$ cat src/rtl/gate_pipeline_pkg.sv
// gate_pipeline_pkg
//   Shared definitions for the gate_pipeline datapath:
//   - mode_e   : gate-function select carried with every transaction
//   - gate_bit : single-bit gate function; the top applies it across WIDTH
package gate_pipeline_pkg;

  typedef enum logic [1:0] {
    MODE_OR_AND  = 2'd0,  // ~((x | y) & z)
    MODE_AND_OR  = 2'd1,  // ~((x & y) | z)
    MODE_XOR_AND = 2'd2,  // ~((x ^ y) & z)
    MODE_PASS    = 2'd3   // x
  } mode_e;

  // The function is written per bit so it is independent of the operand width.
  function automatic logic gate_bit(mode_e mode, logic x, logic y, logic z);
    logic b;
    case (mode)
      MODE_OR_AND:  b = ~((x | y) & z);
      MODE_AND_OR:  b = ~((x & y) | z);
      MODE_XOR_AND: b = ~((x ^ y) & z);
      default:      b = x;
    endcase
    return b;
  endfunction

endpackage

$ cat src/rtl/gate_pipeline_stage.sv
// gate_pipe_stage
//   One delay slice of the gate pipeline: registers {valid, b, d}.
//   Loads from its predecessor when en=1 and holds otherwise.
// Ports:
//   clk, rst_n       clock, asynchronous active-low reset
//   en               global pipeline enable
//   d_valid/d_b/d_d  predecessor valid, gate result and XOR operand
//   q_valid/q_b/q_d  registered copies
module gate_pipe_stage #(
  parameter int WIDTH = 8
) (
  input  logic             clk,
  input  logic             rst_n,
  input  logic             en,
  input  logic             d_valid,
  input  logic [WIDTH-1:0] d_b,
  input  logic [WIDTH-1:0] d_d,
  output logic             q_valid,
  output logic [WIDTH-1:0] q_b,
  output logic [WIDTH-1:0] q_d
);

  always_ff @(posedge clk or negedge rst_n) begin
    if (!rst_n) begin
      q_valid <= 1'b0;
      q_b     <= '0;
      q_d     <= '0;
    end else if (en) begin
      // Bubbles shift like real data so they are never collapsed.
      q_valid <= d_valid;
      q_b     <= d_b;
      q_d     <= d_d;
    end
  end

endmodule

$ cat src/rtl/gate_pipeline.sv
// gate_pipeline
//   Stallable, handshaked gate datapath. Stage 0 captures all operands and
//   the mode; the logic stage computes b from the stage-0 registers; DEPTH
//   delay slices carry {valid, b, in4}. Total latency S = DEPTH+1 cycles.
// Ports:
//   clk, rst_n            clock, asynchronous active-low reset
//   in_valid / in_ready   input handshake (in_ready = global enable)
//   in1..in3, mode        gate operands and function select
//   in4                   XOR operand for out1
//   out_valid / out_ready output handshake
//   out1 = in4 ^ b, out2 = b (from the last slice)
//   tx_count              completed output transfers, wraps silently
module gate_pipeline
  import gate_pipeline_pkg::*;
#(
  parameter int WIDTH = 8,
  parameter int DEPTH = 2,
  parameter int CNT_W = 16
) (
  input  logic             clk,
  input  logic             rst_n,
  input  logic             in_valid,
  output logic             in_ready,
  input  logic [WIDTH-1:0] in1,
  input  logic [WIDTH-1:0] in2,
  input  logic [WIDTH-1:0] in3,
  input  logic [WIDTH-1:0] in4,
  input  logic [1:0]       mode,
  output logic             out_valid,
  input  logic             out_ready,
  output logic [WIDTH-1:0] out1,
  output logic [WIDTH-1:0] out2,
  output logic [CNT_W-1:0] tx_count
);

  logic             en;
  logic             valid0_reg;
  logic [WIDTH-1:0] x_reg, y_reg, z_reg, d_reg;
  mode_e            mode_reg;
  logic [WIDTH-1:0] b_logic;
  logic [CNT_W-1:0] tx_count_reg;

  // Index 0 is the logic-stage output feeding the first slice;
  // index DEPTH is the last slice, which drives the outputs.
  logic [DEPTH:0]            valid_chain;
  logic [DEPTH:0][WIDTH-1:0] b_chain;
  logic [DEPTH:0][WIDTH-1:0] d_chain;

  // The whole pipeline advances unless a valid result is being held back.
  assign en       = !out_valid || out_ready;
  assign in_ready = en;

  // Stage 0: every operand is registered, none bypasses this stage.
  always_ff @(posedge clk or negedge rst_n) begin
    if (!rst_n) begin
      valid0_reg <= 1'b0;
      x_reg      <= '0;
      y_reg      <= '0;
      z_reg      <= '0;
      d_reg      <= '0;
      mode_reg   <= MODE_OR_AND;
    end else if (en) begin
      valid0_reg <= in_valid;
      x_reg      <= in1;
      y_reg      <= in2;
      z_reg      <= in3;
      d_reg      <= in4;
      mode_reg   <= mode_e'(mode);
    end
  end

  // Logic stage: bitwise gate function from the stage-0 registers.
  for (genvar gi = 0; gi < WIDTH; gi++) begin : g_bit
    assign b_logic[gi] = gate_bit(mode_reg, x_reg[gi], y_reg[gi], z_reg[gi]);
  end

  assign valid_chain[0] = valid0_reg;
  assign b_chain[0]     = b_logic;
  assign d_chain[0]     = d_reg;

  for (genvar gi = 0; gi < DEPTH; gi++) begin : g_stage
    gate_pipe_stage #(.WIDTH(WIDTH)) u_stage (
      .clk     (clk),
      .rst_n   (rst_n),
      .en      (en),
      .d_valid (valid_chain[gi]),
      .d_b     (b_chain[gi]),
      .d_d     (d_chain[gi]),
      .q_valid (valid_chain[gi+1]),
      .q_b     (b_chain[gi+1]),
      .q_d     (d_chain[gi+1])
    );
  end

  assign out_valid = valid_chain[DEPTH];
  assign out2      = b_chain[DEPTH];
  assign out1      = d_chain[DEPTH] ^ b_chain[DEPTH];

  always_ff @(posedge clk or negedge rst_n) begin
    if (!rst_n) begin
      tx_count_reg <= '0;
    end else if (out_valid && out_ready) begin
      tx_count_reg <= tx_count_reg + CNT_W'(1);
    end
  end

  assign tx_count = tx_count_reg;

endmodule
$ cat config.mk
export PLATFORM = sky130hd
export DESIGN_NAME = gate_pipeline
export DESIGN_NICKNAME = d
export VERILOG_FILES = /design/src/rtl/gate_pipeline_pkg.sv /design/src/rtl/gate_pipeline_stage.sv /design/src/rtl/gate_pipeline.sv
export SDC_FILE = /design/constraint.sdc
export NUM_CORES = 1
export LEC_CHECK = 0
export ABC_AREA = 0
export BUFFER_PORTS_ARGS = -buffer_cell sky130_fd_sc_hd__buf_2
export CAP_MARGIN = 15
export CORE_UTILIZATION = 59
export DETAILED_ROUTE_END_ITERATION = 10
export PLACE_DENSITY = 0.85
export SYNTH_ARGS = -nofsm -noshare
export SYNTH_HDL_FRONTEND = slang
export SYNTH_SLANG_ARGS = --single-unit
$ cat constraint.sdc
create_clock -name clk -period 3.3 [get_ports clk]
set_input_delay 0.33 -clock clk [delete_from_list [all_inputs] [get_ports clk]]
set_output_delay 0.33 -clock clk [all_outputs]
set_load 0.01 [all_outputs]
# Word-level counts from Yosys, hierarchy flattened

Index checks and enable logic that the tools add are counted.

Register bits after elaboration: 85
Bits of input ports: 38
Output and inout port bits: 34
Logic and storage cells: 101

Add/subtract/negate cells: 1
Equality and inequality tests: 2
Mux-type cells: 8
Bitwise operators: 73
Reductions and logical operators: 4

Operator list:

| cell                                                                   | number |
|---|---|
| 1-bit bitwise AND                                                      | 24 |
| 1-bit inverter                                                         | 24 |
| 1-bit one-hot mux with 3 select lines                                  | 8 |
| 16-bit by 1-bit adder with 16-bit output (second input constant)       | 1 |
| 1-bit OR                                                               | 16 |
| 1-bit XOR                                                              | 8 |
| 8-bit XOR                                                              | 1 |
| 2-bit by 1-bit equality test with 1-bit output (second input constant) | 1 |
| 2-bit equality test (second input constant)                            | 1 |
| 2-bit logical NOT                                                      | 1 |
| 1-bit logical AND                                                      | 1 |
| 1-bit logical NOT                                                      | 1 |
| 1-bit logical OR                                                       | 1 |

# Depth between registers and ports, before layout

Gate-level depths: netlist of run 1.

Depth in word-level cells: 4
Gate-level depth with buffers: 6

# By module

From an unflattened synthesis of run 1, not the netlist that was laid out.

Cell total of the unflattened synthesis: 314
Area total of the unflattened synthesis: 3,933.8 um2

Modules (own cells, without submodules):

| module          | instances | cells an instance | area each (um2) |
|---|---|---|---|
| gate_pipeline   | 1         | 242               | 2,562.5 |
| gate_pipe_stage | 2         | 36                | 685.7 |

# Worst setup path after synthesis of run 1

OpenSTA, ideal clock, no wires.

Kind: register to register
Start: register g_stage[1].u_stage.q_valid
End: register d_reg[3]
Arrival: 1,295 ps
Required time: 3,175 ps
Setup slack: 1,881 ps
Cell stages (with the launch flop): 5
Period minus slack after synthesis: 1,419 ps
Cells stage by stage: dfrtp_1 nand2b_1 buf_2 buf_2 mux2_2

Cells in the longest elaborated chain, start to end: 2

Ends and longest elaborated chain:

| element                  | RTL line                  | RTL |
|---|---|---|
| start: declaration       | gate_pipeline_stage.sv:18 | `output logic q_valid,` |
| start signal: assignment | gate_pipeline_stage.sv:30 | `q_valid <= d_valid;` |
| 1-bit logical NOT        | gate_pipeline.sv:50       | `assign en = !out_valid \|\| out_ready;` |
| 1-bit logical OR         | gate_pipeline.sv:50       |  |
| end signal: assignment   | gate_pipeline.sv:67       | `d_reg <= in4;` |
| end: declaration         | gate_pipeline.sv:38       | `logic [WIDTH-1:0] x_reg, y_reg, z_reg, d_reg;` |

Every way passes these cells.
A chain may end at the register's enable or synchronous reset.

# Worst setup path in the final report of run 1

Start: register g_stage[1].u_stage.q_valid
End: output in_ready

Cells in the longest elaborated chain, start to end: 2

Ends and longest elaborated chain:

| element           | RTL line            | RTL |
|---|---|---|
| 1-bit logical NOT | gate_pipeline.sv:50 |  |
| 1-bit logical OR  | gate_pipeline.sv:50 |  |
| end: declaration  | gate_pipeline.sv:23 | `output logic in_ready,` |

Every way passes these cells.

==> results of run 1 <==
## layout make-up
| type | count | area, um^2 |
|---|---|---|
| clock inverters | 5 | 36.28 |
| multi-input cells | 200 | 1528 |
| flip-flops and latches | 85 | 2127 |
| repair buffers | 71 | 357.8 |
| inverters | 22 | 82.58 |
| fillers | 495 | 1944 |
| well taps | 77 | 96.34 |
| clock buffers | 11 | 141.4 |
## through the flow
stage	cell area, um^2	util
floorplan	3852	-
global placement	4192	0.6639
detailed placement	4192	0.6639
CTS	4369	0.6920
global route	4369	0.6920
finish	4369	0.6920
## logic make-up after synthesis
group | after synthesis | share of synthesized area
compound gates | 48 | 0.07015
xor+xnor | 23 | 0.05229
fa+ha+maj | 17 | 0.05521
buf+inv | 44 | 0.05326
flops | 85 | 0.5521
mux | 45 | 0.1315
simple gates | 67 | 0.08542
## critical path, delay by kind of cell, from the launching register on
kind                   cells  cell delay [ps]
buffers and inverters      1              270
flip-flops                 1              450
AND/OR/NAND/NOR            1              720
## routing by layer
metal  global-route usage  wire length (um)  vias to the layer above
met4              0.07680                54                        0
met1               0.2661              2928                     1233
met2               0.3510              3136                       64
met5                    0                 0                        -
li1                     -                 -                     1228
met3              0.05169               288                        5
## final timing paths
path,depth (start not counted),slack [ps],endpoint,from
setup / recovery,2,1150,in_ready,g_stage[1].u_stage.q_valid
hold / removal,1,160,tx_count[3],rst_n
setup reg to reg,2,1550,g_stage[1].u_stage.q_d[3],g_stage[1].u_stage.q_valid
hold reg to reg,1,470,g_stage[1].u_stage.q_valid,g_stage[0].u_stage.q_valid
max in group asynchronous,1,2470,x_reg[2],rst_n
min in group clk,3,190,x_reg[3],in1[3]
## report_power, final
group / internal, mW / total, mW / leakage [nW] / switching, mW
sequential: 1.34 / 1.58 / 1.02 / 0.242
combinational: 0.482 / 0.941 / 1.02 / 0.458
clock: 0.294 / 0.659 / 0.0815 / 0.365
## synthesized netlist by cell type, types with 3 or more instances
cell type,instances
a21oi_1,16
a22oi_1,3
a31oi_1,3
a32oi_1,5
buf_2,8
buf_4,8
clkbuf_1,4
dfrtp_1,85
ha_1,17
inv_1,22
mux2_2,45
nand2_1,28
nand2b_1,5
nand3_1,4
nand3b_1,5
nor2_1,12
nor3_1,3
o21ai_0,21
xnor2_1,9
xor2_1,14
==> metrics, run 1 <==
first-pass GRT wire length 11.43 mm; largest net degree at the start of global routing between 90 and 100; status complete, but fails checks; clock tree sinks 85; DR DRC count 2; Post-synth top flop dfrtp_1; root buffer cell clkbuf_8; slew margin rel. 0.3069; via count 2530; Starting Density 0.6102; CTS tree built; CTS Buf Count 9; Yosys reg bits 85; initial antenna violation count 0; sequential-to-total area share from yosys stat 0.5521; most common cell after layout, fill and taps aside dfrtp_1; leading cell types in the layout, fill and taps excluded dfrtp_1, buf_2, mux2_2; # diodes 0; syn_nets 384; post-cts resize count 0; Final Hold Vio Count 0; Min Hold Slack approximately 160 ps; placed insts 455; required time of the critical path 2970 ps; part of the cycle the worst path needs 0.6520; slowest library cell on the worst path nand2b_4; hpwl dp 4.374 mm; cts hold-fix bufs 0; Hold Path Class input pin to async pin; crit end category primary output; die width 82.81 um; PortBufs just over 70; cell row count 29; Synthesis Warnings 0; Pwr Density 727.6 nW/um^2; RSZ-0062 raised after global routing false; Detailed Route Iter0 Violations 151; GRT Overall Usage 0.2098; clock latency on the worst-skew pair between 300 and 400 ps; chip height about 83 um; Worst-Margin Slew 1040 ps; synth top area cells dfrtp_1, mux2_2, ha_1; cells along the critical path nand2b_4 -> buf_2; Worst Clk Skew just over 8 ps; I/O pin count 72; TritonRoute pass-1 iters 7; ANT nets after route 0; Final setup viols 0; EDFF count, synth 0; Tmin final 2152 ps; clock-pin slew on the worst setup and hold paths 90 ps; routability cong. 0.7292; CP peak stage delay 720 ps; WL final 6.407 mm; P_leak 2.114 nW; Synth Cell Area ~3900 um^2; syn avg cell area around 12 um^2; setup repair bufs after CTS 0; Worst Path Max Fanout 94; setup_tns 0 ps; failing checks design-rule violations; Async S/R FF share, synth 1.000; distinct cell type count after synthesis 27; core area 6314 um^2; FMAX 464.7 MHz; Via-to-Cell Ratio between 5 and 6; dpl ws about 1500 ps; area grow syn2layout 13.41%; Post-Synthesis Cells 329; setup ws final 1148 ps; layout cell share with drive strength beyond 1 0.3401; H-tree levels 3; critical path class register to primary output; startpoint types register; worst vdd ir 0.4729 mV; vias in the first global route approximately 2600; total power around 3.2 mW; max-capacitance violation count 0; area leader, netlist dfrtp_1; Clock Tree Buf Depth 2; arrival time worst endpoint ~1800 ps; Finished Layout Cells 471; die area 6857 um^2; average wire per standard cell ~14 um; grt total ovfl 0; Final #Nets 444; share of the synthesized area in the top cell type 0.5521; Final Max Tran Viols 0
Power figures use the tool's default switching activity.
==> inputs of run 2 (changes only) <==
- ABC_AREA: 0 -> 1
- CORE_UTILIZATION: 59 -> 56
- PLACE_DENSITY: 0.85 -> 0.81
- clock period: 3.3 -> 2.2 ns (I/O delays scaled with it)
==> metrics, run 2 <==
grt total ovfl 0; Finished Layout Cells 651; Final Max Tran Viols 0; syn_nets 540; crit end category primary output; required time of the critical path 1980 ps; Clock Tree Buf Depth 2; first-pass GRT wire length approximately 14 mm; share of the synthesized area in the top cell type 0.5255; part of the cycle the worst path needs 0.7619; setup_tns 0 ps; Worst-Margin Slew about 590 ps; average wire per standard cell 12.01 um; leading cell types in the layout, fill and taps excluded nand2_1, dfrtp_1, buf_2; vias in the first global route 3041; clock tree sinks 85; Final setup viols 0; I/O pin count 72; routability cong. 0.8770; Post-Synthesis Cells 485; Worst Path Max Fanout 23; WL final 7.821 mm; die width 87.02 um; H-tree levels 3; Tmin final between 1500 and 2000 ps; commonest cells in the netlist nand2_1, dfrtp_1, inv_1; TritonRoute pass-1 iters 5; critical path class register to primary output; Min Hold Slack 45.69 ps; hold depth 3; Via-to-Cell Ratio 4.919; total power 5.215 mW; cell row count 30; clock-pin slew on the worst setup and hold paths 90 ps; clock latency on the worst-skew pair roughly 360 ps; Reg area 2127 um^2; layout cell share with drive strength beyond 1 0.1802; chip height 87.02 um; status completed; arrival time worst endpoint 1460 ps; Post-synth top flop dfrtp_1; worst vdd ir ~0.54 mV; FMAX 596.6 MHz; distinct cell type count after synthesis 23; via count 3202; post-route cell area 4682 um^2; PortBufs 71; post-cts resize count 0; slew margin rel. 0.6060; Worst Clk Skew 9.306 ps; core area 6869 um^2; placed insts 634; number of fill cells 562; GRT Overall Usage 0.2370; most common cell after layout, fill and taps aside nand2_1; DR DRC count 0; most common cell in the netlist nand2_1; CTS tree built; Hold Startpoint in4[2]; largest net degree at the start of global routing between 40 and 50; area leader, netlist dfrtp_1; cts hold-fix bufs 1; die area approximately 7600 um^2; hpwl dp approximately 5.5 mm; Hold Path Class input pin to register; Yosys reg bits 85; Detailed Route Iter0 Violations 260; ANT nets after route 0; EDFF count, synth 0; Final Hold Vio Count 0; synth top area cells dfrtp_1, nand2_1, ha_1; max-capacitance violation count 0; Synthesis Warnings 0; # diodes 0; R2R depth 6; Synth Cell Area 4048 um^2; Pwr Density 1114 nW/um^2; area occupied by multi-input gates 1625 um^2; Starting Density 0.5893; CP Launch Point g_stage[1].u_stage.q_valid; initial antenna violation count 0; Async S/R FF share, synth 1.000; syn avg cell area 8.346 um^2; P_leak 2.567 nW; worst r2r src g_stage[1].u_stage.q_valid; startpoint types register; RSZ-0062 raised after global routing false; Final #Nets 605; Placed Area between 4000 and 5000 um^2; sequential-to-total area share from yosys stat 0.5255; area grow syn2layout 15.67%; CTS Buf Count 9; root buffer cell clkbuf_8; setup repair bufs after CTS 0
==> run 2: report_power, final <==
part           internal [mW]  switching (mW)  leakage (nW)
clock network          0.563           0.570        0.0991
registers               2.05           0.363          1.03
logic                  0.661            1.01          1.44
==> run 2: layout make-up <==
type,instances,share of cell area
multi-input cells,334,0.3471
clock inverters,6,0.01523
inverters,44,0.03528
repair buffers,76,0.09300
flip-flops and latches,85,0.4543
clock buffers,10,0.02940
well taps,96,0.02565
==> run 2: logic make-up after synthesis <==
logic type,count (synthesis),synth area share
buffers and inverters,66,0.07295
and+or+nand+nor,255,0.2547
AOI/OAI and AO/OA,43,0.05317
xor gates and xnor gates,19,0.04111
DFF,85,0.5255
adders and majority gates,17,0.05255
==> run 2: final timing paths <==
| path | endpoint | slack, ps |
|---|---|---|
| setup / recovery | in_ready | 520 |
| hold / removal | d_reg[2] | 50 |
| setup reg to reg | y_reg[4] | 810 |
| hold reg to reg | g_stage[1].u_stage.q_valid | 470 |
| max in group asynchronous | x_reg[5] | 1220 |
| min in group asynchronous | mode_reg[1] | 370 |
==> run 2: through the flow <==
step	setup WS (ps)	util
floorplan	909.7	-
global placement	864.9	0.6497
detailed placement	826.6	0.6497
CTS	500.8	0.6816
global route	425.1	0.6816
finish	523.7	0.6816
==> run 2: worst max-delay path, stage by stage (launching register included) <==
cell	delay [ps]
dfrtp_1	410
inv_1	110
nor2_4	40
inv_2	320
buf_2	220
==> run 2: routing by layer <==
metal / part of all wire / global-route usage
met1: 0.45 / 0.3095
met2: 0.49 / 0.3858
met3: 0.047 / 0.04929
met4: 0.015 / 0.1000
met5: 0 / 0
